<file path="config.mk">
export PLATFORM = sky130hd
export DESIGN_NAME = insn_buffer
export DESIGN_NICKNAME = d
export VERILOG_FILES = /design/src/rtl/insn_buffer.sv
export SDC_FILE = /design/constraint.sdc
export NUM_CORES = 2
export LEC_CHECK = 0
export CAP_MARGIN = 40
export CORE_MARGIN = 4
export CORE_UTILIZATION = 39
export DETAILED_ROUTE_END_ITERATION = 10
export GPL_ROUTABILITY_DRIVEN = 0
export SLEW_MARGIN = 5
export SYNTH_ARGS = -nofsm -noshare
export SYNTH_HDL_FRONTEND = slang
export SYNTH_SLANG_ARGS = --single-unit
</file>
<file path="constraint.sdc">
create_clock -name clk -period 6 [get_ports clk]
set_input_delay 1.2 -clock clk [delete_from_list [all_inputs] [get_ports clk]]
set_output_delay 1.2 -clock clk [all_outputs]
set_load 0.05 [all_outputs]
</file>
<file path="src/rtl/insn_buffer.sv">
// Halfword-granular instruction queue between fetch and decode: splits 32-bit fetch
// words into tagged 16-bit entries and presents the two oldest entries to decode.
module insn_buffer #(
    parameter int DEPTH  = 8,
    parameter int CODE_W = 4
) (
    input  logic                      clk,
    input  logic                      rst,
    input  logic                      flush,
    input  logic                      writeValid,
    output logic                      writeReady,
    input  logic [31:0]               writePc,
    input  logic [31:0]               writePcPaddrDebug,
    input  logic [31:0]               writeInsn,
    input  logic                      writeFault,
    input  logic                      writeInterruptValid,
    input  logic [CODE_W-1:0]         writeInterruptCode,
    output logic [CODE_W+81:0]        readEntryLow,
    output logic [CODE_W+81:0]        readEntryHigh,
    output logic [$clog2(DEPTH):0]    readableEntryCount,
    input  logic                      readLow,
    input  logic                      readHigh
);

    localparam int PTR_W = $clog2(DEPTH);
    localparam int CNT_W = PTR_W + 1;

    // Field order is the bit layout of readEntryLow/readEntryHigh, MSB first.
    typedef struct packed {
        logic [31:0]       pc;
        logic [31:0]       pc_paddr_debug;
        logic [15:0]       insn;
        logic              fault;
        logic              interrupt_valid;
        logic [CODE_W-1:0] interrupt_code;
    } entry_t;

    entry_t            mem_r [DEPTH];
    logic [PTR_W-1:0]  head_r;
    logic [PTR_W-1:0]  tail_r;
    logic [CNT_W-1:0]  count_r;
    logic              ready_r;
    entry_t            low_r;
    entry_t            high_r;

    logic              accept_s;
    logic              wr_en0_s;
    logic              wr_en1_s;
    logic [PTR_W-1:0]  tail_inc_s;
    logic [PTR_W-1:0]  head_next_s;
    logic [PTR_W-1:0]  tail_next_s;
    logic [CNT_W-1:0]  count_next_s;
    logic [CNT_W-1:0]  push_cnt_s;
    logic [CNT_W-1:0]  pop_req_s;
    logic [CNT_W-1:0]  pop_cnt_s;
    logic              ready_next_s;
    entry_t            entry0_s;
    entry_t            entry1_s;
    entry_t            low_next_s;
    entry_t            high_next_s;

    // Value a slot will hold after the coming edge, including this cycle's writes.
    function automatic entry_t peek_next(input logic [PTR_W-1:0] idx);
        entry_t e;
        if (wr_en1_s && (idx == tail_inc_s)) begin
            e = entry1_s;
        end else if (wr_en0_s && (idx == tail_r)) begin
            e = entry0_s;
        end else begin
            e = mem_r[idx];
        end
        return e;
    endfunction

    // Build the entries carried by an accepted fetch word.
    always_comb begin
        entry0_s                 = '0;
        entry1_s                 = '0;
        entry0_s.pc              = writePc;
        entry0_s.pc_paddr_debug  = writePcPaddrDebug;
        entry0_s.fault           = writeFault;
        entry0_s.interrupt_valid = writeInterruptValid;
        entry0_s.interrupt_code  = writeInterruptCode;
        if (writePc[1]) begin
            entry0_s.insn = writeInsn[31:16];
        end else begin
            entry0_s.insn = writeInsn[15:0];
        end
        entry1_s                 = entry0_s;
        entry1_s.pc              = writePc + 32'd2;
        entry1_s.pc_paddr_debug  = writePcPaddrDebug + 32'd2;
        entry1_s.insn            = writeInsn[31:16];
    end

    // Push/pop accounting and next pointer/count state.
    always_comb begin
        accept_s   = writeValid && ready_r && !flush;
        wr_en0_s   = accept_s;
        wr_en1_s   = accept_s && !writePc[1];
        tail_inc_s = tail_r + PTR_W'(1);
        push_cnt_s = CNT_W'(0);
        if (wr_en1_s) begin
            push_cnt_s = CNT_W'(2);
        end else if (wr_en0_s) begin
            push_cnt_s = CNT_W'(1);
        end else begin
            push_cnt_s = CNT_W'(0);
        end
        pop_req_s = CNT_W'(readLow) + CNT_W'(readLow & readHigh);
        // An over-pop is illegal upstream; clamping keeps the count from underflowing.
        if (pop_req_s > count_r) begin
            pop_cnt_s = count_r;
        end else begin
            pop_cnt_s = pop_req_s;
        end
        if (flush) begin
            head_next_s  = PTR_W'(0);
            tail_next_s  = PTR_W'(0);
            count_next_s = CNT_W'(0);
        end else begin
            head_next_s  = head_r + pop_cnt_s[PTR_W-1:0];
            tail_next_s  = tail_r + push_cnt_s[PTR_W-1:0];
            count_next_s = count_r + push_cnt_s - pop_cnt_s;
        end
        ready_next_s = (CNT_W'(DEPTH) - count_next_s) >= CNT_W'(2);
    end

    // Next values of the registered read ports.
    always_comb begin
        low_next_s  = '0;
        high_next_s = '0;
        if (count_next_s >= CNT_W'(1)) begin
            low_next_s = peek_next(head_next_s);
        end else begin
            low_next_s = '0;
        end
        if (count_next_s >= CNT_W'(2)) begin
            high_next_s = peek_next(head_next_s + PTR_W'(1));
        end else begin
            high_next_s = '0;
        end
    end

    // Control state and registered outputs.
    always_ff @(posedge clk) begin
        if (!rst) begin
            head_r  <= PTR_W'(0);
            tail_r  <= PTR_W'(0);
            count_r <= CNT_W'(0);
            ready_r <= 1'b1;
            low_r   <= '0;
            high_r  <= '0;
        end else begin
            head_r  <= head_next_s;
            tail_r  <= tail_next_s;
            count_r <= count_next_s;
            ready_r <= ready_next_s;
            low_r   <= low_next_s;
            high_r  <= high_next_s;
        end
    end

    // Entry storage; cleared only by reset, a flush just drops the pointers.
    always_ff @(posedge clk) begin
        if (!rst) begin
            for (int i = 0; i < DEPTH; i++) begin
                mem_r[i] <= '0;
            end
        end else begin
            if (wr_en0_s) begin
                mem_r[tail_r] <= entry0_s;
            end
            if (wr_en1_s) begin
                mem_r[tail_inc_s] <= entry1_s;
            end
        end
    end

    assign writeReady         = ready_r;
    assign readableEntryCount = count_r;
    assign readEntryLow       = low_r;
    assign readEntryHigh      = high_r;

endmodule

</file>
* Word-level counts from Yosys, hierarchy flattened
Memory sizes are Yosys's and may differ from the RTL's. A register that Yosys moved wholly into a read port is not among the register bits. Index checks and enable logic that the tools add are counted.
Word-level totals: register bits 11, word-level logic and storage cells 52, memory bits (writable) 688, output and inout bits 177, input bits 108, memories 1
Memory list:
- mem_r | words 8, bits a word 86, rd ports 2, clocked after Yosys merged registers in 2, write ports 8, RTL line 38 | entry_t mem_r [DEPTH];
Operators by class: mux-type cells 19, magnitude comparators 4, reductions and logical operators 12, add/sub/neg operators 10, bitwise gates (word level) 2
Operator list (number):
- $mux W86 | 2
- $reduce_or A86 Y1 | 2
- $add A32 B2 Y32 const B | 2
- $mux W16 | 1
- $mux W1 | 10
- $mux W3 | 3
- $ge A4 B2 Y1 const B | 2
- $mux W4 | 2
- $add A3 B1 Y3 const B | 2
- $add A3 B3 Y3 | 2
- $add A4 B4 Y4 | 1
- $ge A4 B1 Y1 const B | 1
- $gt A2 B4 Y1 | 1
- $logic_not A1 Y1 | 4
- $reduce_and A2 Y1 | 2
- $sub A4 B4 Y4 | 1
- $sub A4 B4 Y4 const A | 1
- $logic_and A1 B1 Y1 | 3
- $add A1 B1 Y2 | 1
- $mux W2 | 1
- $reduce_or A2 Y1 | 1
- $and A1 B1 Y1 | 1
- $not A1 Y1 | 1

* Logic depth before layout (Yosys ltp)
word-level depth 10, mapped depth 24, gate-level depth less buffers 18

* Worst setup path after synthesis
No wires, ideal clock.
path kind input-to-reg, start input port readLow, end register high_r (netlist bit readEntryHigh[60]), setup time 70 ps, data required time 5930 ps, setup slack -127 ps, stages on the path 24, arrival 6058 ps, cells stage by stage and2_1 ha_1 nor2b_4 o211ai_1 mux2i_1 ha_1 nand2b_1 buf_2 inv_2 buf_2 buf_1 buf_1 clkbuf_1 ha_1 buf_2 buf_1 nor2_1 nand3_1 clkbuf_1 clkbuf_1 o22ai_1 nor4b_1 nand4_1 a21oi_1
Between the ends: elaborated cells on any way between the ends 12, classes of those cells 4 x add/sub; 2 x order compare; 3 x mux; 1 x bitwise; 2 x reduce/logical
RTL lines:
- start: declaration | RTL line 21 | input logic readLow,
- $and A1 B1 Y1 | RTL line 109 | pop_req_s = CNT_W'(readLow) + CNT_W'(readLow & readHigh);
- $add A1 B1 Y2 * | RTL line 109
- $gt A2 B4 Y1 | RTL line 111 | if (pop_req_s > count_r) begin
- $mux W4 * | RTL line 111
- $add A3 B3 Y3 * | RTL line 121 | head_next_s = head_r + pop_cnt_s[PTR_W-1:0];
- $mux W3 * | RTL line 116 | if (flush) begin
- named net head_next_s[0] | RTL line 50 | logic [PTR_W-1:0] head_next_s;
- $add A3 B1 Y3 * | RTL line 138 | high_next_s = peek_next(head_next_s + PTR_W'(1));
- end signal: assignment | RTL line 159 | high_r <= high_next_s;
- end: declaration | RTL line 44 | entry_t high_r;
Mark *: on every way through the listed nets, which the timed path passes. The rest lies on a longest branch. A chain may end at the register's enable or synchronous reset.

* Final worst setup path
start input port readLow, end register low_r (netlist bit readEntryLow[39])
Between the ends: longest elaborated chain between the ends 9, elaborated cells on any way between the ends 11, classes of those cells 3 x add/sub; 2 x order compare; 3 x mux; 1 x bitwise; 2 x reduce/logical
Ends and longest elaborated chain:
- $and A1 B1 Y1 | RTL line 109
- $add A1 B1 Y2 * | RTL line 109
- $gt A2 B4 Y1 | RTL line 111
- $mux W4 * | RTL line 111
- $sub A4 B4 Y4 | RTL line 123 | count_next_s = count_r + push_cnt_s - pop_cnt_s;
- $mux W4 | RTL line 116
- $ge A4 B1 Y1 | RTL line 132 | if (count_next_s >= CNT_W'(1)) begin
- $reduce_and A2 Y1 (no line)
- $logic_not A1 Y1 (no line)
- end signal: assignment | RTL line 158 | low_r <= low_next_s;
- end: declaration | RTL line 43 | entry_t low_r;
Every way passes the cells marked *; elsewhere a longest branch is shown, timed or not.

==> reports/qor.txt <==
Headroom to the max-slew limit = 32.95%
Yosys warning total = 0
Number of nets in the synthesized netlist = 5797
Critical Setup Path Class = in -> reg
Cell family with most CP delay = compound AO/OA/AOI/OAI gates
Antenna-violating nets left = 0
Hold path cells = 4
Data required time at the worst endpoint = 6.63 ns
CTS tree = done
Final count of pins violating max slew = 0
Average routed wire per standard cell = 30.93 um
Fin Clk Skew = 0.02548 ns
Initial antenna violation count = 11
Die height = 368.2 um
Drt initial violations = 8385
Half-perimeter wire length after placement = 143.2 mm
Post-layout net count = 5922
Number of buffers added to fix hold violations after cts = 0
Depth of the worst register-to-register path = 17
Overall die area = 135600 um^2
Share of synthesized cell area in and, or, nand and nor gates = 18.93%
Nature of the critical path startpoint = primary input
Clock-pin slew on the worst setup and hold paths = 0.06 ns
Via density = 6.730
Most frequent cells in the layout = sky130_fd_sc_hd__nand2_1 (1157), sky130_fd_sc_hd__o21ai_0 (735), sky130_fd_sc_hd__edfxtp_1 (688)
Count of flip-flops with a built-in enable after synthesis = 688
Wire length of the first global-routing pass = 336.5 mm
Beginning of the worst hold path = mem_r[7][34]
Share of post-route cells with drive strength above 1 = 10.69%
Area used by multi-input combinational logic = 24000 um^2
Flip-flop and latch area = 24320 um^2
Stage delay of the slowest cell on the critical path = 0.60 ns
Worst EP arrival = 6.06 ns
Initial Utilization = 39.49%
Share of synthesized area occupied by flip-flops and latches = 48.06%
Post_cts resized = 0
Min Clock Period, post-route = 5.429 ns
CTS root buf = sky130_fd_sc_hd__clkbuf_16
Dominant combinational cell family by area after synthesis = compound AO/OA/AOI/OAI gates
GRT Resource Usage Total = 33.34%
Post-synthesis adder-cell area fraction = 0.5537%
Launching point of the worst reg2reg path = readableEntryCount[1]
Cell area power density = 366.1 nW/um^2
GR Overflow Total = 0
Floorplan Core Area = 128200 um^2
Final setup violation count = 0
Worst reg-to-reg setup slack = 1.13 ns
Post-CTS repair timing setup buffer count = 0
Worst-Skew Late Latency = 0.75 ns
Crit share post-route = 90.49%
IO Count = 285
Mux contribution to synthesized area = 4.445%
Transition time at the pin with the least slew margin = 1.006 ns
Via count of the first global-routing pass = 48910
Critical path startpoint = readLow
Site row count = 131
Floorplan die width = 368.2 um
Highest clock rate = 184.2 MHz
Area fraction in compound gates after synthesis = 21.43%
Synthesized area divided by synthesized cell count = 8.928 um^2
Reported leakage power = 0.02050 uW
Cell Area, Synth = 50610 um^2
Unrepaired setup endpoints after global routing = false
Number of buffers on the longest clock path = 3
Max H-tree Level = 3
Number of remaining DRC errors = 0
Sort of element at the end of the critical path = flop
IR Drop Worst-Case VDD = 0.2663 mV
Clk sink count = 871
Via count = 51280
Final Core Density = 47.26%
Fin. Hold Viols = 0
Filler Cell Count = 11950
Most frequently used flop master after synthesis = sky130_fd_sc_hd__edfxtp_1
Total routed wirelength = 235.7 mm
P&R area growth vs syn = 19.68%
Share of async-settable or async-resettable flops after synthesis = 0%
Buf+Inv Stages, Crit Path = 4
Xor-xnor portion of the synthesized cell area = 1.147%
Min-Delay Path Class = reg -> reg
Terminating pin of the worst hold path = readEntryHigh[34]
Number of optimization iterations in the first detailed-route pass = 7
Endpoint of the worst-slack reg-to-reg timing path = readEntryLow[39]
Synthesized instance count = 5669
Max Cap Violations = 0
Quantity of I/O buffers inserted on ports = 284
Status = finished, final reports clean
Count of unique library cells instantiated by Yosys = 79
Crit Path Max Fanout = 47
Most frequent standard cell in the layout excluding fill and tap cells = sky130_fd_sc_hd__nand2_1
Cell-by-cell listing of the critical path = clkdlybuf4s50_1, and2_1, ha_1, nor2b_4, o211ai_1, mux2i_1, ha_1, fa_2, xnor2_1, buf_4, xnor2_4, buf_12, o22a_1, nor2_1, a2111oi_0, buf_4, o22a_1, nor2_1
Synthesized flop and latch total = 871
TritonCTS Buffers = 103
Pin count of the biggest net entering global routing = 108
Worst hold-check slack = 0.7027 ns
Critical-path cell with the highest stage delay = sky130_fd_sc_hd__a2111oi_0
[how the worst max path moves through the flow]
stage	end	depth (start not counted)
floorplan	readEntryHigh[11]	23
detailed placement	readEntryHigh[75]	21
finish	readEntryLow[39]	18
CTS	readEntryHigh[75]	21
global route	readEntryHigh[37]	21
global placement	readEntryHigh[14]	17
[power by group]
part	switching (uW)	total [uW]	leakage [uW]	internal, uW
combinational	5540	8180	0.0103	2640
clock	2770	6460	0.00162	3690
sequential	405	7540	0.00862	7130
total	8720	22200	0.0205	13500
[metrics by stage]
step	std cells	instance area [um^2]	setup TNS [ns]	power [uW]	worst slack [ns]
after global routing	7616	60570	0	22720	0.3739
final	7619	60570	0	22180	0.5706
after CTS	7611	60550	0	21940	0.7632
after global placement	7398	56920	-2.581	15500	-0.2584
after floorplan	5669	50620	0	12130	0.08878
after detailed placement	7417	57160	0	15570	0.008471
[flip-flops by register name, indices dropped and copies added, names as in the netlist]
| name | cells |
|---|---|
| mem_r | 688 |
| writeReady | 1 |
| readEntryLow | 86 |
| head_r | 3 |
| readEntryHigh | 86 |
| tail_r | 3 |
| readableEntryCount | 4 |
[layout make-up]
class,instances,share of cell area (%)
Clock inverter,58,0.9584
Clock buffer,136,4.629
Sequential cell,871,40.15
Multi-Input combinational cell,4112,39.63
Timing Repair Buffer,635,10.57
Tap cell,1729,3.571
Antenna cell,7,0.02892
Inverter,71,0.4606
[cells by family after synthesis]
group,Yosys count
simple gates,2128
compound gates,1727
flops,871
buf+inv,686
mux,177
xor+xnor,60
fa+ha+maj,20
[worst register-to-register path: stages, from the launching register on]
cell                        delay (ns)
sky130_fd_sc_hd__dfxtp_1          0.42
sky130_fd_sc_hd__inv_1            0.08
sky130_fd_sc_hd__ha_1             0.31
sky130_fd_sc_hd__nor2b_4          0.13
sky130_fd_sc_hd__o211ai_1         0.25
sky130_fd_sc_hd__mux2i_1          0.46
sky130_fd_sc_hd__ha_1             0.27
sky130_fd_sc_hd__fa_2             0.25
sky130_fd_sc_hd__xnor2_1          0.11
sky130_fd_sc_hd__buf_4            0.17
sky130_fd_sc_hd__xnor2_4          0.55
sky130_fd_sc_hd__buf_12           0.38
sky130_fd_sc_hd__o22a_1           0.24
sky130_fd_sc_hd__nor2_1           0.04
sky130_fd_sc_hd__a2111oi_0        0.60
sky130_fd_sc_hd__buf_4            0.22
sky130_fd_sc_hd__o22a_1           0.22
sky130_fd_sc_hd__nor2_1           0.08
[cell usage after synthesis, drive strengths merged, types with 8 or more instances]
master,instances,share of area (%)
nand2,1162,8.6
o21ai,739,7.3
edfxtp,688,41
clkbuf,447,3.3
nand3,257,2.6
a21oi,251,2.5
nor2,215,1.6
dfxtp,183,7.2
buf,168,1.6
o221ai,163,2.8
o22ai,140,1.7
mux2i,132,2.6
nor4,101,1.2
nor3,83,0.84
and2,79,0.98
a2111oi,74,1.3
o31ai,73,1.1
nand4,71,0.88
inv,69,0.51
o22a,51,0.88
nor2b,45,0.57
mux4,36,1.6
xor2,36,0.62
a31oi,32,0.40
and3,31,0.38
nor3b,29,0.43
o211ai,27,0.40
xnor2,23,0.48
a22o,22,0.38
a221oi,19,0.33
a311oi,18,0.31
nor4b,17,0.29
ha,16,0.40
nand2b,15,0.19
a22oi,14,0.21
o21a,13,0.19
or3,12,0.15
a311o,11,0.22
a32o,11,0.22
a32oi,11,0.19
a2bb2oi,10,0.17
mux2,9,0.21
a211oi,8,0.12
o311ai,8,0.14
[layer usage]
metal / vias to the layer above / GRT usage, % / part of all wire, %
met1: 24320 / 42.26 / 36
met2: 4510 / 50.51 / 43
met4: 6 / 21.54 / 7.5
met3: 1100 / 8.593 / 14
met5: - / 0 / 0.020
li1: 21340 / - / -
No activity file was read; power rests on OpenSTA's default activity.
